<file path="src/rtl/restoring_divider_seq.sv">
// -----------------------------------------------------------------------------
// restoring_divider_seq
//   Sequential restoring integer divider. The controller and the datapath live
//   in one block. The divider produces one quotient bit per clock and uses a
//   start/busy/done handshake. It flags divide-by-zero and, in signed builds,
//   the single overflow case.
//
//   Optional build macro: RESTORING_DIVIDER_SIGNED_EN
//     When it is defined, the operands are two's complement and the division
//     truncates toward zero. When it is undefined, the divider is unsigned
//     only and ovf_flag is tied to 0.
//
// Parameters
//   W   operand / quotient / remainder width (W >= 2)
//   CW  step-counter width, derived from W
//
// Ports
//   clk        system clock, rising edge
//   rst        asynchronous, active-high reset
//   start      request, sampled only in IDLE
//   dividend   dividend, captured on an accepted start
//   divisor    divisor, captured on an accepted start
//   busy       high from the accepting edge until done drops
//   done       one-cycle pulse; the results are valid
//   quotient   quotient, held until the next result load
//   remainder  remainder, held until the next result load
//   dz_flag    the last operation divided by zero
//   ovf_flag   the last operation overflowed (signed builds only)
// -----------------------------------------------------------------------------
module restoring_divider_seq #(
  parameter int W  = 8,
  parameter int CW = $clog2(W + 1)
) (
  input  logic         clk,
  input  logic         rst,
  input  logic         start,
  input  logic [W-1:0] dividend,
  input  logic [W-1:0] divisor,
  output logic         busy,
  output logic         done,
  output logic [W-1:0] quotient,
  output logic [W-1:0] remainder,
  output logic         dz_flag,
  output logic         ovf_flag
);

  typedef enum logic [1:0] {IDLE, RUN, DONE} state_t;

  state_t        state_q, state_d;
  logic [CW-1:0] cnt_q, cnt_d;
  // The partial remainder is stored in W bits. After each step it is smaller
  // than the divisor, so the top bit of the (W+1)-bit P is always zero. That
  // bit only exists in shifted/trial below.
  logic [W-1:0]  p_q, p_d;
  logic [W-1:0]  q_q, q_d;        // dividend shifting out, quotient shifting in
  logic [W-1:0]  dvs_q, dvs_d;
  logic [W-1:0]  quot_q, quot_d;
  logic [W-1:0]  rem_q, rem_d;
  logic          zero_q, zero_d;  // captured divisor was zero
  logic          dz_q, dz_d;

  logic [W:0]    shifted, trial;
  logic [W-1:0]  q_step, p_step;
  logic [W-1:0]  fix_q, fix_r;    // final-step results after sign fix-up
  logic [W-1:0]  a_cap, b_cap;    // operand values loaded on start

  // One restoring step: shift {P,Q} left and trial-subtract the divisor.
  assign shifted = {1'b0, p_q, q_q[W-1]};
  assign trial   = shifted - {1'b0, dvs_q};
  assign q_step  = {q_q[W-2:0], ~trial[W]};
  assign p_step  = trial[W] ? shifted[W-1:0] : trial[W-1:0];

`ifdef RESTORING_DIVIDER_SIGNED_EN
  logic neg_q_q, neg_q_d, neg_r_q, neg_r_d;
  logic ovf_p_q, ovf_p_d, ovf_q, ovf_d;

  // Divide the magnitudes. For a zero divisor, keep the raw dividend, because
  // it becomes the remainder unchanged. -2^(W-1) has no positive counterpart,
  // but its magnitude as an unsigned pattern is still correct. For the
  // overflow case the unsigned core then yields quotient 2^(W-1) and
  // remainder 0 with no sign flip, which is the required result.
  assign b_cap = divisor[W-1] ? (~divisor + 1'b1) : divisor;
  assign a_cap = (divisor == '0) ? dividend
               : (dividend[W-1] ? (~dividend + 1'b1) : dividend);
  assign fix_q = neg_q_q ? (~q_step + 1'b1) : q_step;
  assign fix_r = neg_r_q ? (~p_step + 1'b1) : p_step;
  assign ovf_flag = ovf_q;
`else
  assign a_cap    = dividend;
  assign b_cap    = divisor;
  assign fix_q    = q_step;
  assign fix_r    = p_step;
  assign ovf_flag = 1'b0;
`endif

  always_ff @(posedge clk or posedge rst) begin
    if (rst) begin
      state_q <= IDLE;
      cnt_q   <= '0;
      p_q     <= '0;
      q_q     <= '0;
      dvs_q   <= '0;
      quot_q  <= '0;
      rem_q   <= '0;
      zero_q  <= 1'b0;
      dz_q    <= 1'b0;
`ifdef RESTORING_DIVIDER_SIGNED_EN
      neg_q_q <= 1'b0;
      neg_r_q <= 1'b0;
      ovf_p_q <= 1'b0;
      ovf_q   <= 1'b0;
`endif
    end else begin
      state_q <= state_d;
      cnt_q   <= cnt_d;
      p_q     <= p_d;
      q_q     <= q_d;
      dvs_q   <= dvs_d;
      quot_q  <= quot_d;
      rem_q   <= rem_d;
      zero_q  <= zero_d;
      dz_q    <= dz_d;
`ifdef RESTORING_DIVIDER_SIGNED_EN
      neg_q_q <= neg_q_d;
      neg_r_q <= neg_r_d;
      ovf_p_q <= ovf_p_d;
      ovf_q   <= ovf_d;
`endif
    end
  end

  always_comb begin
    state_d = state_q;
    cnt_d   = cnt_q;
    p_d     = p_q;
    q_d     = q_q;
    dvs_d   = dvs_q;
    quot_d  = quot_q;
    rem_d   = rem_q;
    zero_d  = zero_q;
    dz_d    = dz_q;
`ifdef RESTORING_DIVIDER_SIGNED_EN
    neg_q_d = neg_q_q;
    neg_r_d = neg_r_q;
    ovf_p_d = ovf_p_q;
    ovf_d   = ovf_q;
`endif
    unique case (state_q)
      IDLE: begin
        if (start) begin
          q_d     = a_cap;
          dvs_d   = b_cap;
          p_d     = '0;
          cnt_d   = '0;
          dz_d    = 1'b0;
          zero_d  = (divisor == '0);
          // A zero divisor also spends a single RUN cycle. That cycle loads
          // the flagged result at the next edge, so done follows one cycle
          // later.
          state_d = RUN;
`ifdef RESTORING_DIVIDER_SIGNED_EN
          ovf_d   = 1'b0;
          neg_q_d = dividend[W-1] ^ divisor[W-1];
          neg_r_d = dividend[W-1];
          ovf_p_d = (dividend == {1'b1, {(W-1){1'b0}}}) && (divisor == '1);
`endif
        end
      end
      RUN: begin
        if (zero_q) begin
          quot_d  = '1;
          rem_d   = q_q;
          dz_d    = 1'b1;
          state_d = DONE;
        end else begin
          p_d   = p_step;
          q_d   = q_step;
          cnt_d = cnt_q + 1'b1;
          if (cnt_q == CW'(W - 1)) begin
            quot_d  = fix_q;
            rem_d   = fix_r;
            state_d = DONE;
`ifdef RESTORING_DIVIDER_SIGNED_EN
            ovf_d   = ovf_p_q;
`endif
          end
        end
      end
      DONE:    state_d = IDLE;
      default: state_d = IDLE;
    endcase
  end

  assign busy      = (state_q != IDLE);
  assign done      = (state_q == DONE);
  assign quotient  = quot_q;
  assign remainder = rem_q;
  assign dz_flag   = dz_q;

endmodule

</file>
<file path="config.mk">
export PLATFORM = sky130hd
export DESIGN_NAME = restoring_divider_seq
export DESIGN_NICKNAME = d
export VERILOG_FILES = /design/src/rtl/restoring_divider_seq.sv
export SDC_FILE = /design/constraint.sdc
export NUM_CORES = 1
export LEC_CHECK = 0
export BUFFER_PORTS_ARGS = -buffer_cell sky130_fd_sc_hd__buf_2
export CELL_PAD_IN_SITES_DETAIL_PLACEMENT = 1
export CELL_PAD_IN_SITES_GLOBAL_PLACEMENT = 2
export CORE_MARGIN = 5
export CORE_UTILIZATION = 37
export DETAILED_ROUTE_END_ITERATION = 8
export PLACE_DENSITY = 0.81
export SLEW_MARGIN = 20
export SYNTH_ARGS = -nofsm -noshare
export SYNTH_HDL_FRONTEND = slang
export SYNTH_SLANG_ARGS = --single-unit
export TNS_END_PERCENT = 5
</file>
<file path="constraint.sdc">
create_clock -name clk -period 6.4 [get_ports clk]
set_input_delay 1.28 -clock clk [delete_from_list [all_inputs] [get_ports clk]]
set_output_delay 1.28 -clock clk [all_outputs]
set_load 0.1 [all_outputs]
</file>
-- Word-level counts from Yosys, hierarchy flattened
Index checks and enable logic that the tools add are counted.
- register bits after elaboration: 48
- bits of input ports: 19
- output and inout port bits: 20
- word-level logic and storage cells: 50
- $add $sub $neg: 2
- equal/unequal tests: 7
- mux-type cells: 21
- bitwise logic cells: 1
- reductions and logical operators: 10
- operators with widths (operator ; count):
    8-bit two-way mux ; 9
    8-bit case mux with 2 select lines ; 2
    9-bit by 8-bit subtractor with 9-bit output ; 1
    8-bit zero test ; 1
    4-bit two-way mux ; 2
    4-bit case mux with 2 select lines ; 1
    2-bit two-way mux ; 3
    2-bit inequality test (second input constant) ; 3
    2-bit AND reduction ; 3
    3-bit AND reduction ; 2
    2-bit nonzero test ; 3
    4-bit by 1-bit adder with 4-bit output (second input constant) ; 1
    4-bit by 3-bit == test with 1-bit output (second input constant) ; 1
    2-bit case mux with 2 select lines ; 1
    3-bit inequality test (second input constant) ; 1
    2-bit by 1-bit == test with 1-bit output (second input constant) ; 1
    2-bit == test (second input constant) ; 1
    2-bit zero test ; 1
    1-bit two-way mux ; 2
    1-bit case mux with 2 select lines ; 1
    1-bit inverter ; 1

-- Depth between registers and ports, before layout
Gate-level depths: netlist (run 1).
- word-level depth: 4
- depth in mapped cells: 10
- gate-level depth less buffers: 9

-- Least setup slack after synthesis (run 1)
OpenSTA, ideal clock, no wires.
- kind: register to output
- start: register state_q[0]
- end: output port done
- arrival time: 1740 ps
- required time: 5120 ps
- setup slack: 3380 ps
- cell stages (with the launch flop): 2
- path buffers: 0
- path through: dfrtp_1 -> nor2b_1
- word-level cells in the longest chain between the ends: 1
- RTL lines (item ; RTL line ; RTL):
    start, declared ; 49 ; state_t state_q, state_d;
    start signal, assigned ; 114 ; state_q <= state_d;
    2-bit == test ; 195 ; assign done = (state_q == DONE);
    end, declared ; 40 ; output logic done,
No other way between the ends.

-- Final worst setup path (run 1)
- start: input port start
- end: register q_q[0]
- word-level cells in the longest chain between the ends: 2
- RTL lines (item ; RTL line ; RTL):
    start, declared ; 36 ; input logic start,
    2-bit inequality test (no source line) ; n/a ;
    3-bit AND reduction (no source line) ; n/a ;
    end signal, assigned ; 117 ; q_q <= q_d;
    end, declared ; 55 ; logic [W-1:0] q_q, q_d;
No other way between the ends.
A chain may end at the register's enable or synchronous reset.

==> results of run 1 <==
-- worst max-delay path, stage by stage --
cell     delay, ps
buf_2           80
nor3b_2        820
a21oi_1        340
a21oi_1        230
o21ai_0        110
o21a_1         130
-- worst max-delay path by stage --
stage | startpoint | endpoint | cells after the start
global placement | start | q_q[0] | 6
detailed placement | start | q_q[0] | 6
global route | start | q_q[0] | 6
CTS | start | q_q[0] | 6
floorplan | state_q[0] | done | 1
finish | start | q_q[0] | 6
-- per-stage QoR --
step | instance area, um^2 | hold WS [ps] | util, % | std cells | worst slack (ps)
6_report | 2854 | 506.1 | 42.72 | 378 | 3593
2_1_floorplan | 2495 | 449.7 | - | 263 | 3380
5_1_grt | 2854 | 536.2 | 42.72 | 378 | 3363
4_1_cts | 2853 | 512.4 | 42.70 | 378 | 3536
3_3_place_gp | 2731 | 458.1 | 40.88 | 370 | 3331
3_5_place_dp | 2731 | 487.7 | 40.88 | 370 | 3225
-- cells in the final DEF (no fill, tap or decap), drive strengths merged, types with 2 or more instances in the layout --
master / n
clkbuf: 6
nand3b: 2
o21ai: 16
a31oi: 7
nor2: 18
a22o: 2
ha: 9
mux2i: 14
a211oi: 4
a21oi: 18
o21a: 2
nand3: 3
a2111oi: 2
nor4: 2
dfrtp: 48
nor2b: 2
nand2b: 3
o22ai: 9
o211ai: 3
nand2: 49
xor2: 5
clkinv: 2
inv: 15
nor3: 2
buf: 37
nor3b: 2
-- flip-flops by register name, summed over array words and instances (netlist names) --
register   flops
p_q            8
dvs_q          8
q_q            8
state_q        2
remainder      8
cnt_q          4
dz_flag        1
quotient       8
zero_q         1
-- per-layer routing --
layer	up-vias	wire length, um	GRT usage, %
met3	5	328	3.692
li1	993	-	-
met5	-	0	0
met4	0	55	3.342
met2	43	2907	24.33
met1	982	3058	22.22
-- layout make-up --
cell class | instances | share of cell area, %
flip-flops and latches | 48 | 42.09
multi-input cells | 189 | 41.52
repair buffers | 37 | 6.488
well taps | 80 | 3.507
clock buffers | 6 | 2.893
inverters | 16 | 2.148
clock inverters | 2 | 1.359
-- cells by family (layout without fill, tap and decap cells) --
family | after synthesis | after routing
AND/OR/NAND/NOR | 86 | 86
AO/OA/AOI/OAI | 71 | 71
flip-flops | 48 | 48
buffers and inverters | 26 | 61
multiplexers | 15 | 15
adder cells (fa/ha/maj) | 10 | 10
XOR/XNOR | 6 | 6
other | 1 | 1
==> results by group, run 1 <==
Run status
  • Outcome: complete, no violations

Synth
  • Post-Synth XOR/XNOR Area: under 10%
  • Yosys cell types: 46
  • Top cell type's share of synthesized area: between 40% and 50%
  • Async set or reset register ratio after synthesis: 100.0%
  • Post-synth EDFFs: 0
  • Cell Area, Synth: approximately 0.0025 mm^2
  • Top FF cell, synth: dfrtp_1
  • Synth Area in Compound Gates: between 15 and 20%
  • Cells after synthesis: approximately 260
  • Synth top cells by count: 49 x nand2_1, 48 x dfrtp_1, 18 x nor2_1
  • Mux cell area share after synthesis: between 6 and 7%
  • Post-synthesis simple-gate area fraction: between 10% and 20%
  • Cell with the most instances after synthesis: nand2_1
  • Largest family of logic cells by synthesized area: compound AO/OA/AOI/OAI gates
  • Mapped Nets: a little under 300
  • Top cells by area, synth: dfrtp_1 48%, nand2_1 7.4%, mux2i_1 5.6%
  • Post-synthesis sequential area ratio: 48.14%
  • Post-synthesis adder-cell area fraction: ~5.3%
  • Number of synthesized register bits: 48
  • Yosys top cell by area: dfrtp_1
  • Syn avg cell area: 9.486 um^2
  • Yosys warns: 0

Setup path
  • Worst path required time: approximately 6600 ps
  • Worst Path Arrival: approximately 3000 ps
  • Worst R2R Start: q_q[7]
  • R2R depth: 9
  • CP Capture Type: register
  • R2R Setup Slk: roughly 3700 ps
  • CP Max Fanout: 20
  • Setup CP Type: in -> reg
  • RR Endpoint: remainder[2]
  • Critical Path Start Type: primary input

Clocking
  • CTS tree: yes
  • Clk slew on worst S/H paths: approximately 100 ps
  • H-tree depth: 2
  • CTS root buffer: clkbuf_8
  • TritonCTS buffer count: 5
  • Clk_lat worst skew: a little over 300 ps
  • Clk sinks: 48
  • Post-CTS Setup Bufs: 0
  • Post_cts resized: 0
  • Hold-fix buffers, CTS: 0
  • CTS Buffer Depth: 2

Hold path
  • Worst hold-check path type: reg -> reg
  • Hold Path End: quotient[3]
  • Worst hold path depth: 2
  • HP Start: quotient[3]

Global route
  • First-pass GRT wire length: roughly 10000 um
  • Largest net degree at the start of global routing: approximately 50
  • Gr ovfl total: 0
  • GRT Total Usage: around 16%
  • Vias in the first global route: between 2000 and 2500
  • Initial antenna violation count: 0

Finish
  • Antenna diode count: 0
  • Fraction of layout cells with a size suffix above 1: between 10% and 20%
  • Register Area: roughly 0.0012 mm^2
  • # fillers: 795
  • Layout area overhead: 14.39%
  • Nets@finish: ~330
  • Area used by multi-input combinational logic: 0.001185 mm^2

Floorplan
  • Die area: around 0.0085 mm^2
  • Ports: 39
  • Die width: 92.12 um
  • Core Box Area: between 0.006 and 0.007 mm^2
  • Die Ht: ~92 um
  • # rows: 30
  • Starting Density: a little under two fifths

Place
  • Port buffer count: 37
  • Final Wtd Congestion: between 0.7 and 0.8
  • Hpwl dp: about 4700 um

STA
  • Post-route setup TNS: 0 ps
  • Final number of setup-violating endpoints: 0
  • Part of the cycle the worst path needs: between 40% and 50%
  • Final hold viol count: 0
  • Pin slew with the least headroom to its limit: slightly above 1000 ps
  • Max-slew violations: 0
  • RSZ-0062 raised after global routing: false
  • Max Clock Freq: between 300 and 400 MHz
  • Relative slew slack: 30.69%
  • Setup Skew: about 12 ps
  • Minimum clock period after layout: ~2800 ps

Detailed routing
  • Via count: around 2000
  • Drt via density: around 5.4
  • Initial DRC Count: 70
  • ANT nets after route: 0
  • WL/cell: roughly 17 um
  • Total Wirelength: 6349 um
  • DRC viols: 0
  • Detailed Routing Iterations Pass 1: 4

Flow run
  • Max-cap violation count: 0
Power of run 1 is left out: the tool's default activity adds up to more than one toggle a clock period on the data nets, which glitch-free logic cannot reach.
==> inputs of run 2 (changes only) <==
CORE_UTILIZATION = 31   (was 37)
PLACE_DENSITY = 0.72   (was 0.81)
clock period = 2.37 ns   (was 6.4 ns; I/O delays follow)
==> run 2 against run 1 <==
Effect of this change: the flow now finishes with violations (setup timing); utilization shrank 3.5 points; via count up 4.1%; setup slack lost 3600 ps; critical path type is now reg -> reg; highest routed layer unchanged.
==> results by group, run 2 (same netlist as run 1, synthesis figures left out) <==
Run status
  • Outcome: finished, violations left
  • Failing checks: setup timing

Setup path
  • Setup CP Type: reg -> reg
  • Critical Path Start Type: register
  • Worst Path Arrival: 2670 ps (-330 ps)
  • Crit path max-delay cell type: a221o_2
  • Worst R2R Start: q_q[7]
  • Worst path required time: 2610 ps (-3980 ps)
  • Crit path launch: q_q[7]
  • Critical path, cell by cell: inv_2, ha_4, inv_2, fa_2, a211oi_4, o211ai_1, a221o_2, mux2_4, a21oi_2
  • CP Capture Type: register
  • R2R Setup Slk: -60 ps (-3710 ps)
  • CP peak stage delay: 490 ps (-330 ps)
  • CP Max Fanout: 6 (-70%)
  • Most used cell, CP: inv_2
  • R2R depth: 9 (unchanged)
  • RR Endpoint: remainder[5]
  • Critical Path End: remainder[5]

Clocking
  • Clk_lat worst skew: 310 ps (about the same)
  • H-tree depth: 2 (unchanged)
  • CTS Buffer Depth: 2 (unchanged)
  • Clk sinks: 48 (unchanged)
  • Hold-fix buffers, CTS: 0 (unchanged)
  • CTS tree: yes
  • Clk slew on worst S/H paths: 90 ps (about the same)
  • CTS root buffer: clkbuf_8
  • TritonCTS buffer count: 5 (unchanged)

Global route
  • First-pass GRT wire length: 11360 um (+8.6%)
  • Initial antenna violation count: 0 (unchanged)
  • GRT Total Usage: 14.39% (-1.3 points)
  • Vias in the first global route: 2160 (+6.8%)
  • Gr ovfl total: 0 (unchanged)
  • Largest net degree at the start of global routing: 49 (unchanged)

Floorplan
  • Core Box Area: 0.007767 mm^2 (+16%)
  • # rows: 32 (+6.7%)
  • Die Ht: 99.71 um (+8.2%)
  • Die width: 99.71 um (+8.2%)
  • Starting Density: 32.12% (-5.2 points)
  • Ports: 39 (unchanged)
  • Die area: 0.009942 mm^2 (+17%)

STA
  • Minimum clock period after layout: between 2000 and 2500 ps
  • Max Clock Freq: 412.2 MHz
  • Worst setup margin: -55.90 ps (-3649 ps)
  • Final hold viol count: 0 (unchanged)
  • Final number of setup-violating endpoints: 8 (+8)
  • Pin slew with the least headroom to its limit: 639.7 ps (-395.5 ps)
  • Part of the cycle the worst path needs: 102.4%
  • RSZ-0062 raised after global routing: true
  • Post-route setup TNS: -217.6 ps (-217.6 ps)
  • Setup Skew: 10.01 ps (-2.327 ps)
  • Relative slew slack: 57.25% (+27 points)
  • Max-slew violations: 0 (unchanged)

Finish
  • Most common cell after layout, fill and taps aside: nand2_1
  • Antenna diode count: 0 (unchanged)
  • Layout area overhead: 21.97%
  • Nets@finish: 345 (+5.8%)
  • Most frequent cells in the layout: 49 x nand2_1, 48 x dfrtp_1, 37 x buf_2
  • Core Util, Final: 39.18% (-3.5 points)
  • Fraction of layout cells with a size suffix above 1: 25.87% (+7.7 points)

Detailed routing
  • Via count: 2106 (+4.1%)
  • Initial DRC Count: 65 (-7.1%)
  • Detailed Routing Iterations Pass 1: 4 (unchanged)
  • Total Wirelength: 7002 um (+10%)
  • ANT nets after route: 0 (unchanged)
  • Drt via density: 5.026 (-6.1%)
  • WL/cell: 16.71 um (-0.51%)
  • DRC viols: 0 (unchanged)

Place
  • Final Wtd Congestion: 0.7615 (+1.0%)
  • Port buffer count: 37 (unchanged)
  • Hpwl dp: 5143 um (+8.9%)

Flow run
  • Max-cap violation count: 0 (unchanged)

Hold path
  • Worst hold-check path type: in -> async
run 2: cell types whose count changed in the layout (fill, tap and decap cells not counted), moves of 2 or more:
| cell | previous run | this run |
|---|---|---|
| buf_4 | 0 | 18 |
| inv_2 | 0 | 3 |
| mux2i_1 | 14 | 12 |
| inv_1 | 15 | 13 |
| mux2i_2 | 0 | 2 |
| clkinvlp_4 | 0 | 2 |
run 2: worst min path at each step:
stage,endpoint,startpoint
final,quotient[7],rst
after global routing,quotient[7],rst
after CTS,quotient[7],rst
after detailed placement,dz_flag,dz_flag
after global placement,dz_flag,dz_flag
after floorplan,dvs_q[0],dvs_q[0]
run 2: metal layers:
| metal | up-vias | global-route usage (%) | wire length, um | part of all wire [%] |
|---|---|---|---|---|
| met3 | 5 | 2.595 | 336 | 4.8 |
| met2 | 46 | 22.52 | 3164 | 45 |
| met1 | 1027 | 20.34 | 3431 | 49 |
| met5 | - | 0 | 0 | 0 |
| li1 | 1028 | - | - | - |
| met4 | 0 | 4.097 | 69 | 0.99 |
run 2: area by class of cell:
cell class                 count  area (um^2)
fill                         925         4725
sequential                    48         1201
inverter                      16        60.06
multi-input combinational    190         1236
tap                          102        127.6
timing repair buffer          55        320.3
clock buffer                   6        82.58
clock inverter                 2        15.01
run 2: what timing repair did:
item,CTS,global route
gates resized for setup,7,5
pin swaps,6,1
cloned,1,0
endpoints found under the setup margin,18,18
setup buffers,2,0
run 2: critical path: cells and delay by family (launching register included):
family          cells  cell delay (ps)
compound gates      4              990
mux                 1              350
flops               1              400
buf+inv             2              120
fa+ha+maj           2              510
run 2: through the flow:
stage	instance area (um^2)	setup WS, ps	instances	hold slack, ps
final	3043	-55.90	419	316.6
after global routing	3043	-155.6	419	381.8
after CTS	3030	-46.47	419	338.1
after detailed placement	2882	-235.0	408	471.0
after global placement	2882	-137.5	408	455.9
after floorplan	2497	8.722	263	449.7
Power of run 2 is left out for the same reason.
